### src/rtl/mem_access_unit_if.sv
// -----------------------------------------------------------------------------
// mem_access_unit_if
// Data-memory bus between the NanoRisc memory access unit (master) and the
// data memory (slave). One request/acknowledge transaction at a time.
//
// Signals:
//   busReq    master->slave  request active
//   busWe     master->slave  1 = write, 0 = read; valid while busReq
//   busAddr   master->slave  ADDR_WIDTH-bit address
//   busWData  master->slave  DATA_WIDTH-bit write data
//   busAck    slave->master  transaction complete
//   busRData  slave->master  read data, valid with busAck on reads
// -----------------------------------------------------------------------------
interface mem_access_unit_if #(
  parameter int DATA_WIDTH = 8,
  parameter int ADDR_WIDTH = 8
);
  logic                  busReq;
  logic                  busWe;
  logic [ADDR_WIDTH-1:0] busAddr;
  logic [DATA_WIDTH-1:0] busWData;
  logic                  busAck;
  logic [DATA_WIDTH-1:0] busRData;

  modport master (
    output busReq,
    output busWe,
    output busAddr,
    output busWData,
    input  busAck,
    input  busRData
  );

  modport slave (
    input  busReq,
    input  busWe,
    input  busAddr,
    input  busWData,
    output busAck,
    output busRData
  );
endinterface

### src/rtl/mem_access_unit.sv
// -----------------------------------------------------------------------------
// mem_access_unit
// Data-memory access unit for the NanoRisc core. On a load or store it latches
// the address (low ADDR_WIDTH bits of memRead) and the store data, runs one
// request/acknowledge transaction on the data-memory bus and, for loads,
// returns the fetched word to the register bank through memWrite, strobed for
// one cycle by RegMemWrite. The core is stalled while the access is pending.
//
// Optional feature macro: MEM_ACCESS_TIMEOUT_EN
//   Defined   : a REQ phase without ack is aborted after TIMEOUT_CYCLES cycles;
//               busError pulses in the DONE cycle and a timed-out load returns
//               all ones.
//   Undefined : REQ waits indefinitely, busError is tied 0.
//
// Ports:
//   clock        in   rising-edge clock
//   reset        in   synchronous, active-high
//   memRead      in   current $mem value, low ADDR_WIDTH bits are the address
//   storeData    in   store operand from the register bank
//   isLoad       in   load instruction present
//   isStore      in   store instruction present (wins over isLoad)
//   stall        out  hold PC/instruction (combinational)
//   bus          --   data-memory bus, master side
//   memWrite     out  load result, held until the next load completes
//   RegMemWrite  out  one-cycle write strobe for memWrite
//   busError     out  one-cycle timeout pulse
// -----------------------------------------------------------------------------
module mem_access_unit #(
  parameter int DATA_WIDTH     = 8,
  parameter int ADDR_WIDTH     = 8,
  parameter int TIMEOUT_CYCLES = 15
) (
  input  logic                  clock,
  input  logic                  reset,
  input  logic [DATA_WIDTH-1:0] memRead,
  input  logic [DATA_WIDTH-1:0] storeData,
  input  logic                  isLoad,
  input  logic                  isStore,
  output logic                  stall,
  mem_access_unit_if.master     bus,
  output logic [DATA_WIDTH-1:0] memWrite,
  output logic                  RegMemWrite,
  output logic                  busError
);

  typedef enum logic [1:0] {
    IDLE = 2'd0,
    REQ  = 2'd1,
    DONE = 2'd2
  } stateT;

  stateT state;
  stateT stateNext;

  logic accessStart;
  logic timeoutHit;

  assign accessStart = (state == IDLE) && (isLoad || isStore);

  // The bus request is a straight decode of the state register, so it is
  // glitch-free and drops at the same edge that reset clears the FSM.
  assign bus.busReq = (state == REQ);

  // Reset gates the stall so the core is never held while reset is asserted,
  // even when a strobe is already present.
  assign stall = !reset && (accessStart || (state == REQ));

`ifdef MEM_ACCESS_TIMEOUT_EN
  localparam logic [7:0] TimeoutLast = 8'(TIMEOUT_CYCLES - 1);

  logic [7:0] toCount;

  // toCount holds the number of REQ cycles already spent without ack; the
  // limit is hit in the REQ cycle that would make it reach TIMEOUT_CYCLES.
  assign timeoutHit = (state == REQ) && !bus.busAck && (toCount == TimeoutLast);

  always_ff @(posedge clock) begin
    if (reset) begin
      toCount <= 8'd0;
    end else if (accessStart) begin
      toCount <= 8'd0;
    end else if ((state == REQ) && !bus.busAck) begin
      toCount <= toCount + 8'd1;
    end
  end
`else
  assign timeoutHit = 1'b0;
`endif

  always_ff @(posedge clock) begin
    if (reset) begin
      state <= IDLE;
    end else begin
      state <= stateNext;
    end
  end

  always_comb begin
    stateNext = state;
    case (state)
      IDLE: begin
        if (accessStart) begin
          stateNext = REQ;
        end
      end
      REQ: begin
        if (bus.busAck || timeoutHit) begin
          stateNext = DONE;
        end
      end
      DONE: begin
        stateNext = IDLE;
      end
      default: begin
        stateNext = IDLE;
      end
    endcase
  end

  always_ff @(posedge clock) begin
    if (reset) begin
      bus.busAddr  <= '0;
      bus.busWData <= '0;
      bus.busWe    <= 1'b0;
      memWrite     <= '0;
      RegMemWrite  <= 1'b0;
    end else begin
      RegMemWrite <= 1'b0;
      if (accessStart) begin
        bus.busAddr  <= memRead[ADDR_WIDTH-1:0];
        bus.busWData <= storeData;
        // A simultaneous load strobe is dropped: the access is a store.
        bus.busWe    <= isStore;
      end
      if ((state == REQ) && !bus.busWe) begin
        if (bus.busAck) begin
          memWrite    <= bus.busRData;
          RegMemWrite <= 1'b1;
        end else if (timeoutHit) begin
          memWrite    <= '1;
          RegMemWrite <= 1'b1;
        end
      end
    end
  end

`ifdef MEM_ACCESS_TIMEOUT_EN
  // An ack in the limit cycle suppresses timeoutHit, so it completes normally.
  always_ff @(posedge clock) begin
    if (reset) begin
      busError <= 1'b0;
    end else begin
      busError <= timeoutHit;
    end
  end
`else
  assign busError = 1'b0;
`endif

endmodule

### src/flat_wrapper.sv
// flat-port wrapper written by rule: the top's interface ports become plain ports
module mem_access_unit_flat 
#(
  parameter int DATA_WIDTH     = 8,
  parameter int ADDR_WIDTH     = 8,
  parameter int TIMEOUT_CYCLES = 15
)
  (clock, reset, memRead, storeData, isLoad, isStore, stall, memWrite, RegMemWrite, busError, bus_busReq, bus_busWe, bus_busAddr, bus_busWData, bus_busAck, bus_busRData);
  mem_access_unit_if #(.DATA_WIDTH(DATA_WIDTH), .ADDR_WIDTH(ADDR_WIDTH)) bus_i ();
  input  logic clock;
  input  logic reset;
  input  logic [DATA_WIDTH-1:0] memRead;
  input  logic [DATA_WIDTH-1:0] storeData;
  input  logic isLoad;
  input  logic isStore;
  output logic stall;
  output logic [DATA_WIDTH-1:0] memWrite;
  output logic RegMemWrite;
  output logic busError;
  output wire logic [$bits(bus_i.busReq)-1:0] bus_busReq;
  output wire logic [$bits(bus_i.busWe)-1:0] bus_busWe;
  output wire logic [$bits(bus_i.busAddr)-1:0] bus_busAddr;
  output wire logic [$bits(bus_i.busWData)-1:0] bus_busWData;
  input wire logic [$bits(bus_i.busAck)-1:0] bus_busAck;
  input wire logic [$bits(bus_i.busRData)-1:0] bus_busRData;
  assign bus_busReq = bus_i.busReq;
  assign bus_busWe = bus_i.busWe;
  assign bus_busAddr = bus_i.busAddr;
  assign bus_busWData = bus_i.busWData;
  assign bus_i.busAck = bus_busAck;
  assign bus_i.busRData = bus_busRData;
  mem_access_unit #(.DATA_WIDTH(DATA_WIDTH), .ADDR_WIDTH(ADDR_WIDTH), .TIMEOUT_CYCLES(TIMEOUT_CYCLES)) u_core (.clock(clock), .reset(reset), .memRead(memRead), .storeData(storeData), .isLoad(isLoad), .isStore(isStore), .stall(stall), .bus(bus_i), .memWrite(memWrite), .RegMemWrite(RegMemWrite), .busError(busError));
endmodule
### config.mk
export PLATFORM = sky130hd
export DESIGN_NAME = mem_access_unit_flat
export DESIGN_NICKNAME = d
export VERILOG_FILES = /design/src/rtl/mem_access_unit_if.sv /design/src/rtl/mem_access_unit.sv /design/src/flat_wrapper.sv
export SDC_FILE = /design/constraint.sdc
export NUM_CORES = 1
export LEC_CHECK = 0
export CAP_MARGIN = 10
export CORE_AREA = 2 2 61 63
export DETAILED_ROUTE_END_ITERATION = 16
export DIE_AREA = 0 0 63 65
export PLACE_DENSITY_LB_ADDON = 0.2
export SLEW_MARGIN = 30
export SYNTH_ARGS = -nofsm -noshare
export SYNTH_HDL_FRONTEND = slang
export SYNTH_SLANG_ARGS = --single-unit
### constraint.sdc
create_clock -name clock -period 1.1 [get_ports clock]
set_input_delay 0.11 -clock clock [delete_from_list [all_inputs] [get_ports clock]]
set_output_delay 0.11 -clock clock [all_outputs]
set_load 0.05 [all_outputs]
Yosys cells after proc, flatten, opt, wreduce, memory -nomap -nowiden:

Cells that the tools add are included.

* register bits after elaboration: 28
* logic and storage cells: 25
* output and inout bits: 29

* muxes and demuxes: 4
* bitwise gates (word level): 1
* reductions and logical operators: 11
* eq/ne operators: 3

Operators with widths (count)
* $mux W2: 2
* $ne A2 B1 Y1 const B: 2
* $pmux W2 S2: 1
* $reduce_and A2 Y1: 2
* $logic_and A1 B1 Y1: 3
* $eq A2 B1 Y1 const B: 1
* $logic_not A1 Y1: 2
* $logic_not A2 Y1: 1
* $logic_or A1 B1 Y1: 2
* $reduce_or A2 Y1: 1
* $mux W1: 1
* $not A1 Y1: 1

Longest topological paths before layout:

* word-level depth: 4
* depth in mapped cells: 5

Worst setup path before layout:

No wires, ideal clock.

* path kind: flip-flop to flip-flop
* start point: register u_core.bus.busWe
* end point: register u_core.memWrite[0]
* cell stages (with the launch flop): 5
* setup slack: -0.258 ns
* arrival: 1.241 ns
* cell sequence: dfxtp_1 -> and4bb_2 -> buf_6 -> mux2i_1 -> nor2_1

* longest elaborated chain between the ends: 3

RTL lines
* start: declaration: line mem_access_unit_if.sv:27 `output busWe,`
* start signal: assignment: line mem_access_unit.sv:133 `bus.busWe <= isStore;`
* $logic_not A1 Y1: line mem_access_unit.sv:135 `if ((state == REQ) && !bus.busWe) begin`
* $logic_and A1 B1 Y1: line mem_access_unit.sv:135
* $reduce_and A2 Y1 (no source line)
* end signal: assignment: line mem_access_unit.sv:137 `memWrite <= bus.busRData;`
* end: declaration: line mem_access_unit.sv:41 `output logic [DATA_WIDTH-1:0] memWrite,`

Every way passes these cells.
A chain may end at the register's enable or synchronous reset.

Worst setup path after layout:

* start point: register u_core.state[1]
* end point: output port stall

* longest elaborated chain between the ends: 4
* elaborated cells between the ends (all ways): 5
* classes of those cells: 1 x eq/ne; 4 x reduce/logical

RTL lines
* start: declaration: line mem_access_unit.sv:52 `stateT state;`
* start signal: assignment: line mem_access_unit.sv:94 `state <= stateNext;`
* $logic_not A2 Y1: line mem_access_unit.sv:58 `assign accessStart = (state == IDLE) && (isLoad || isStore);`
* $logic_and A1 B1 Y1: line mem_access_unit.sv:58
* $logic_or A1 B1 Y1 (*): line mem_access_unit.sv:66 `assign stall = !reset && (accessStart || (state == REQ));`
* $logic_and A1 B1 Y1 (*): line mem_access_unit.sv:66
* end: declaration: line flat_wrapper.sv:16 `output logic stall;`

Mark *: on every way between the ends. The rest lies on a longest branch, timed or not.

==> impl_results.md <==
* CTS root buf: clkbuf_4
* RSZ-0062 raised after global routing: true
* Area delta synth->final at 87.90%
* # placed instances at 221
* Clock net sink count at 28
* Synth Instances at 116
* Fin. Hold Viols at 0
* Post-synth EDFFs at 0
* Post-layout min period at 1.381 ns
* Clock transition at path regs at 0.14 ns
* Fraction of registers with async set or reset after synthesis at 0%
* CP cell instances: and2b_2 > o21ba_4 > buf_12
* WL/cell at approximately 12 microns
* Pwr Total at ~0.0027 W
* CTS tree: built
* Critical path fanouts, max at 3
* Critical path class: reg2out
* Post-Syn Nets at 145
* Primary FF master, synth: dfxtp_1
* R2r setup slk at -0.11 ns
* Mapped cell area at 1200 sq um
* Drt first-iter violations at 21
* HPWL after detailed placement at between 2000 and 2500 microns
* Clk_lat worst skew at about 0.32 ns
* Largest area contributor in the netlist: dfxtp_1
* TritonRoute pass-1 iters at 3
* Status: complete, but fails checks
* Slew Limit Fails at 0
* Nets at 212
* Die area at between 4000 and 5000 sq um
* I/O pin cnt at 58
* Setup violations, final at 26
* Maxcap violations at 0
* Lkg Pwr at between 0.9 and 1 nW
* Placer Congestion at ~0.72
* Initial Util at about a third
* Row count at 22
* Worst hold path type: in2reg
* Element type at the critical path end: output pin
* Die height at around 65 microns
* DRT Wirelength at ~2700 microns
* Syn_area_per_cell at ~10 sq um
* Slowest stage delay, CP at between 0.3 and 0.4 ns
* Max clock buf depth at 2
* Multi-input gate area at between 500 and 600 sq um
* Core area at 3496 sq um
* Final period util at 125.5%
* Synthesis-stage register bit count at 28
* Worst VDD drop at about 640 uV
* Vias in the first global route at around 980
* IO buf count at 56
* Unique masters post-synth at 20
* Synth cell count leaders: 33 x nand2b_1, 28 x dfxtp_1, 24 x mux2i_1, 9 x nor2_1, 3 x buf_2
* Post-route antenna net violation count at 0
* Max Clk Rate at 0.7243 GHz
* Vias at between 1,000 and 1,500
* CP top delay family: flip-flops
* Die width at approximately 63 microns
* Register area share after synthesis at 46.72%
* Initial antenna violation count at 0
* # fillers at slightly below 300
* CTS Buf Count at 3
* Residual DRC at 0
* Setup TNS at -2.292 ns
* Post-Layout Cell Count at between 200 and 250
* Htree depth at 1
* PnR worst setup slack at -0.2806 ns
* Most numerous cell in the Yosys netlist: nand2b_1
* Power Density at roughly 1200 nW/um^2
* Register area at 566.8 sq um
* Synth top area share at 46.72%
* Grt total ovfl at 0
* WP data arrival at approximately 1.3 ns
* Post-route cell area at 2255 sq um
* Failing checks: negative setup slack
* Vias per Instance at between 4 and 5
* Slowest library cell on the worst path: dfxtp_2
* Largest net degree at the start of global routing at 20
* Worst Hold Slack at 0.3337 ns
* Warning count from the yosys run at 0
* Fraction of layout cells with a size suffix above 1 at around 31%
* Placed cell area at approximately 2100 sq um
* CP bufs+invs at 1
* Diode count at 0
* Global-route wire length before repair at ~4600 microns
* WP data required at around 0.99 ns
* Startpoint Class: register
* Synth top area cells: dfxtp_1 47%, mux2i_1 20%, nand2b_1 17%
* Clock Skew at 0.005964 ns
* GRT Overall Usage at roughly 14%
==> timing repair <==
action,in CTS,in global routing
endpoints found under the hold margin,0,0
hold buffers,0,0
resized for setup,9,3
pin swaps,2,0
gates cloned,1,0
setup endpoints to repair,26,27
setup buffers,3,1
==> layer usage <==
layer	routed length (microns)	share of wire [%]	GRT usage [%]	up-vias
li1	-	-	-	507
met3	237	8.7	4.340	2
met1	1105	41	16.90	454
met5	0	0	0	-
met4	10	0.37	4.167	0
met2	1372	50	24.47	39
==> cell families (layout without fill, tap and decap cells) <==
family / after synthesis / in the layout / synth area share (%)
and+or+nand+nor: 48 / 48 / 23.36
DFF: 28 / 28 / 46.72
muxes: 24 / 24 / 20.02
buffers and inverters: 9 / 75 / 6.048
AOI/OAI and AO/OA: 6 / 6 / 3.545
other: 1 / 1 / 0.3125
==> tightest hold or removal path, delay by kind of cell <==
kind | cells | cell delay, ns
buf+inv | 1 | 0.39
simple gates | 1 | 0.06
mux | 1 | 0.06
==> cells in the final DEF (no fill, tap or decap) <==
cell type	instances
and2b_2	1
a21bo_2	1
nand2b_1	33
dfxtp_1	25
mux2i_1	23
clkbuf_1	1
mux2i_2	1
a21oi_1	2
buf_4	9
buf_8	2
clkdlybuf4s50_1	28
o21ai_0	1
nor2_1	9
clkbuf_4	3
conb_1	1
nor2_4	1
buf_16	1
dfxtp_4	1
buf_6	2
nor3_1	1
and4bb_4	1
dfxtp_2	2
buf_12	29
nand2_1	2
o21ba_4	1
o21a_4	1
==> flip-flops by register name (all words and copies together), names as in the netlist <==
| signal | count |
|---|---|
| u_core.bus.busAddr | 8 |
| u_core.bus.busWData | 8 |
| u_core.memWrite | 8 |
| u_core.state | 2 |
| u_core.RegMemWrite | 1 |
| u_core.bus.busWe | 1 |
==> report_power, final <==
part	internal [W]	leakage [nW]	switching [W]
clock	0.000142	0.0150	0.000283
sequential	0.00109	0.231	0.0000791
combinational	0.000603	0.670	0.000483
==> final timing paths <==
| check | start | to | cells after the start |
|---|---|---|---|
| worst max-delay path | u_core.state[1]$_SDFFE_PP0P_ | stall | 3 |
| worst min-delay path | storeData[6] | u_core.bus.busWData[6]$_SDFFE_PP0P_ | 3 |
| worst min register to register | u_core.bus.busWData[2]$_SDFFE_PP0P_ | u_core.bus.busWData[2]$_SDFFE_PP0P_ | 2 |
| worst max register to register | u_core.state[1]$_SDFFE_PP0P_ | u_core.bus.busAddr[4]$_SDFFE_PP0P_ | 6 |
==> per-stage QoR <==
stage               utilization, %  setup WS, ns
CTS                          63.96       -0.2986
finish                       64.50       -0.2806
detailed placement           60.99       -0.3713
global route                 64.50       -0.3301
floorplan                        -      -0.08387
global placement             60.99       -0.2580
==> area by class of cell <==
class                           instances  share of cell area [%]
Tap cell                               48                   2.664
Timing Repair Buffer                   71                   44.73
Sequential cell                        28                   25.14
Clock buffer                            4                   1.165
Multi-Input combinational cell         79                   26.30
No activity file was read; power rests on OpenSTA's default activity.
==> RTL change 1, RTL diff (same flow settings) <==
Build with the macro `MEM_ACCESS_TIMEOUT_EN` defined.
--- a/src/rtl/mem_access_unit.sv
+++ b/src/rtl/mem_access_unit.sv
@@ -27,2 +27,4 @@
 // -----------------------------------------------------------------------------
+`define MEM_ACCESS_TIMEOUT_EN
+
 module mem_access_unit #(
Behaviour: no difference found for any inputs over 10 cycles, from zero or initial values and one cycle with reset high; that may be too few to reach the edited logic, so the function may still have changed.
==> RTL change 1 against the unedited design <==
  * Cell area rose by 35%
  * Count of clock-buffer cells in the layout rose by 2
  * Sequential cell count rose by 9
  * Critical endpoint is now u_core.toCount[5]
  * Critical path depth did not move
  * Die area did not move
  * Routed wire length rose by 97%
  * Highest routed layer unchanged
  * Worst setup slack got worse by 0.16 ns
  * The flow still finishes with violations (setup timing)
  * First-iteration DRC count rose to 3.5 times the old value
  * Area after synthesis rose by 26%
  * Critical path type is now reg -> reg
  * Power rose by 42%
==> RTL change 1: results (changes against the unedited design) <==
CTS buffer count=5 (+2); clock buffers=6 (+2); crit-path max FO=6 (+3); tightest hold margin=0.309 ns (-0.0243 ns); Setup Skew=0.00927 ns (+0.00331 ns); Signal inverters=14 (+14); failing checks=setup timing; number of port buffers=57 (+1.8%); r2r endpoint=u_core.toCount[5]; # fillers=185 (-38%); overall routing resource usage=0.243 (+0.101); HPWL Detailed=3250 µm (+52%); Peak VDD IR=1.06 mV (+66%); sequential share of power=0.397 (-0.040); # setup viols final=40 (+54%); largest net degree at the start of global routing=18 (-10%); status=complete, but fails checks; final worst slack=-0.438 ns (-0.157 ns); ys flop type=dfxtp_1; Detailed Route WL=5380 µm (+97%); Worst path top cell family by delay=simple AND/OR/NAND/NOR gates; Synth Net Count=210 (+45%); met1 Usage GRT=0.265 (+0.0960); first-pass GRT wire length=7610 µm (+66%); vias in the first global route=1655 (+68%); Area contributors post-synth=dfxtp_1, a21oi_1, nand3_1, o21ai_0, o221ai_1; Seq cells=37 (+32%); clock network area share=0.0320 (+0.0203); Synth top cells by count=dfxtp_1, a21oi_1, nand3_1, o21ai_0, inv_1; drt pass-1 iters=4 (+1); post-CTS resize count=27 (+18); GR Util met3=0.0799 (+0.0365); share of layout cells above drive strength 1=0.449 (+0.141); setup TNS=-10.77 ns (-8.48 ns); Pleak=1.13 nW (+23%); via-per-instance ratio=5.53 (+27%); Logic power comb=1.19 mW (+9%); WHS Endpoint=u_core.bus.busAddr[5]; Place WS=-0.615 ns (-0.244 ns); CP max-delay cell=or4_1; post-synthesis sequential area ratio=0.491 (+0.0241); Comb power frac=0.313 (-0.092); CTS H-tree depth=2 (+1); met2 usage=0.432 (+0.188); wl on met1=2010 µm (+82%); GP Congestion=0.800 (+11%); Worst setup endpoint=u_core.toCount[5]; wire length on met2=2830 µm (+110%); Register-to-Register Path Depth=3 (-3)
-- RTL change 1: changes by cell type in the layout (fill, tap and decap cells not counted), sizes merged, moves of 7 or more --
cell	change
a21oi	+32
buf	+24
dfxtp	+9
inv	+13
mux2i	-24
nand2b	-32
nand3	+20
nor2	-7
o21ai	+20
o221ai	+8
-- RTL change 1: per-stage QoR --
stage | std cells | instance area (µm²)
4_1_cts | 317 | 2890
2_1_floorplan | 179 | 1560
5_1_grt | 320 | 3050
6_report | 320 | 3050
3_3_place_gp | 305 | 2680
3_5_place_dp | 305 | 2680
-- RTL change 1: kinds of logic after synthesis --
| family | count (synthesis) | share of synthesized area |
|---|---|---|
| AOI/OAI and AO/OA | 69 | 0.259 |
| buffers and inverters | 24 | 0.0606 |
| and+or+nand+nor | 47 | 0.173 |
| adders and majority gates | 2 | 0.0166 |
| DFF | 37 | 0.491 |
==> RTL change 2, RTL diff (same flow settings) <==
Without the edit above. The 3 states of `stateT` get a one-hot encoding in 3 bits.
--- a/src/rtl/mem_access_unit.sv
+++ b/src/rtl/mem_access_unit.sv
@@ -45,6 +45,6 @@
 
-  typedef enum logic [1:0] {
-    IDLE = 2'd0,
-    REQ  = 2'd1,
-    DONE = 2'd2
+  typedef enum logic [2:0] {
+    IDLE = 3'b001,
+    REQ  = 3'b010,
+    DONE = 3'b100
   } stateT;
Behaviour: no difference found for any inputs over 10 cycles, from zero or initial values and one cycle with reset high; not proved beyond that.
==> RTL change 2 against the unedited design <==
  * The flow still finishes with violations (setup timing)
  * Sequential power increased by 4%
  * Power increased by 30%
  * Die area unchanged
  * Combinational power increased by 8%
  * Register-to-register slack got worse by 0.34 ns
  * Critical path type unchanged
  * Sequential cell count increased by 1
  * Core utilization increased by 7.4 points
  * Sequential share of layout area decreased by 1.8 points
  * Routed wire length increased by 22%
  * Area after synthesis increased by 7.4%
  * Worst setup slack got worse by 0.25 ns
  * First-iteration DRC count decreased by 4.8%
  * Cell area increased by 11%
==> RTL change 2: results (changes against the unedited design) <==
status=complete, but fails checks; final worst slack=-0.534 ns (-0.253 ns); CTS buffer count=5 (+2); register area=586 µm² (+3.3%); Worst Path Arrival=1.52 ns (+0.25 ns); # setup viols final=31 (+19%); HPWL Detailed=2200 µm (+3.3%); via-per-instance ratio=4.39 (+0.81%); first-pass GRT wire length=5180 µm (+13%); Peak VDD IR=1.04 mV (+62%); Synth Net Count=155 (+6.9%); #MultiIn Comb=87 (+10%); bufs w/o clock=77 (+8.5%); Syn Area/Cell=10.2 µm² (-1.1%); drt pass-1 iters=4 (+1); Synth top cells by count=nand2b_1, dfxtp_1, mux2i_1, clkbuf_1, a21oi_1; Synth cell types=19 (-5.0%); largest net degree at the start of global routing=33 (+65%); overall routing resource usage=0.164 (+0.0224); # fillers=265 (-11%); failing checks=setup timing; Place WS=-0.298 ns (+0.0736 ns); GP Congestion=0.695 (-3.4%); routed len/inst=13.3 µm (+12%); Pleak=1.01 nW (+9.7%); Seq cells=29 (+3.6%); final cell count without fillers=250 (+8.7%); Area contributors post-synth=dfxtp_1, nand2b_1, mux2i_1, clkbuf_1, a21oi_1; multi-input combinational area share=0.283 (+0.0203); non-clk buf share=0.416 (-0.0314); Post-DP Area=0.00222 mm² (+4.0%); Nets=230 (+8.5%); clock slew seen by the registers of the worst setup and hold paths=0.10 ns (-0.04 ns)
RTL change 2: cell types whose count changed after synthesis, sizes merged, moves of 3 or more:
cell	before	now
clkbuf	2	5
nor3b	0	3
nor2	10	0
nand2b	33	49
buf	7	4
RTL change 2: worst paths after layout:
check                                   startpoint                      to  slack [ns]  depth (start not counted)
worst min-delay path                    memRead[2]   u_core.bus.busAddr[2]        0.34                          3
worst min register to register  u_core.memWrite[7]      u_core.memWrite[7]        0.51                          2
worst max register to register     u_core.state[1]  u_core.bus.busWData[5]       -0.45                          7
worst max-delay path               u_core.state[1]                   stall       -0.53                          5
RTL change 2: report_power, final:
part	total [mW]	internal (mW)	switching [mW]
clock network	1.09	0.703	0.386
registers	1.22	1.14	0.0833
logic	1.18	0.651	0.533
total	3.49	2.49	1.00
RTL change 2: routing by layer:
metal / track usage / wire length [µm] / vias to the layer above
met2: 0.277 / 1670 / 36
met1: 0.186 / 1410 / 500
met4: 0.0583 / 27 / 0
li1: - / - / 557
met3: 0.0677 / 207 / 5
met5: 0 / 0 / -
RTL change 2: logic make-up (layout without fill, tap and decap cells):
logic type      Yosys count  count (layout)  share of synthesized area
buf+inv                  10              86                     0.0495
other cells               1               1                    0.00291
simple gates             55              55                      0.276
mux                      24              24                      0.186
flops                    29              29                      0.450
compound gates            7               7                     0.0349
RTL change 2: what timing repair did:
action                                  in CTS  in global routing
gates resized for setup                     17                  7
gates cloned                                 1                  0
pin swaps                                    4                  5
endpoints found under the setup margin      31                 32
buffers inserted                             6                  6
RTL change 2: critical path, cell delays in order, from the launching register on:
cell and delay [ns]:
dfxtp_2 0.34, buf_4 0.14, nor3b_4 0.26, o21ai_4 0.12
a21oi_4 0.18, buf_12 0.15
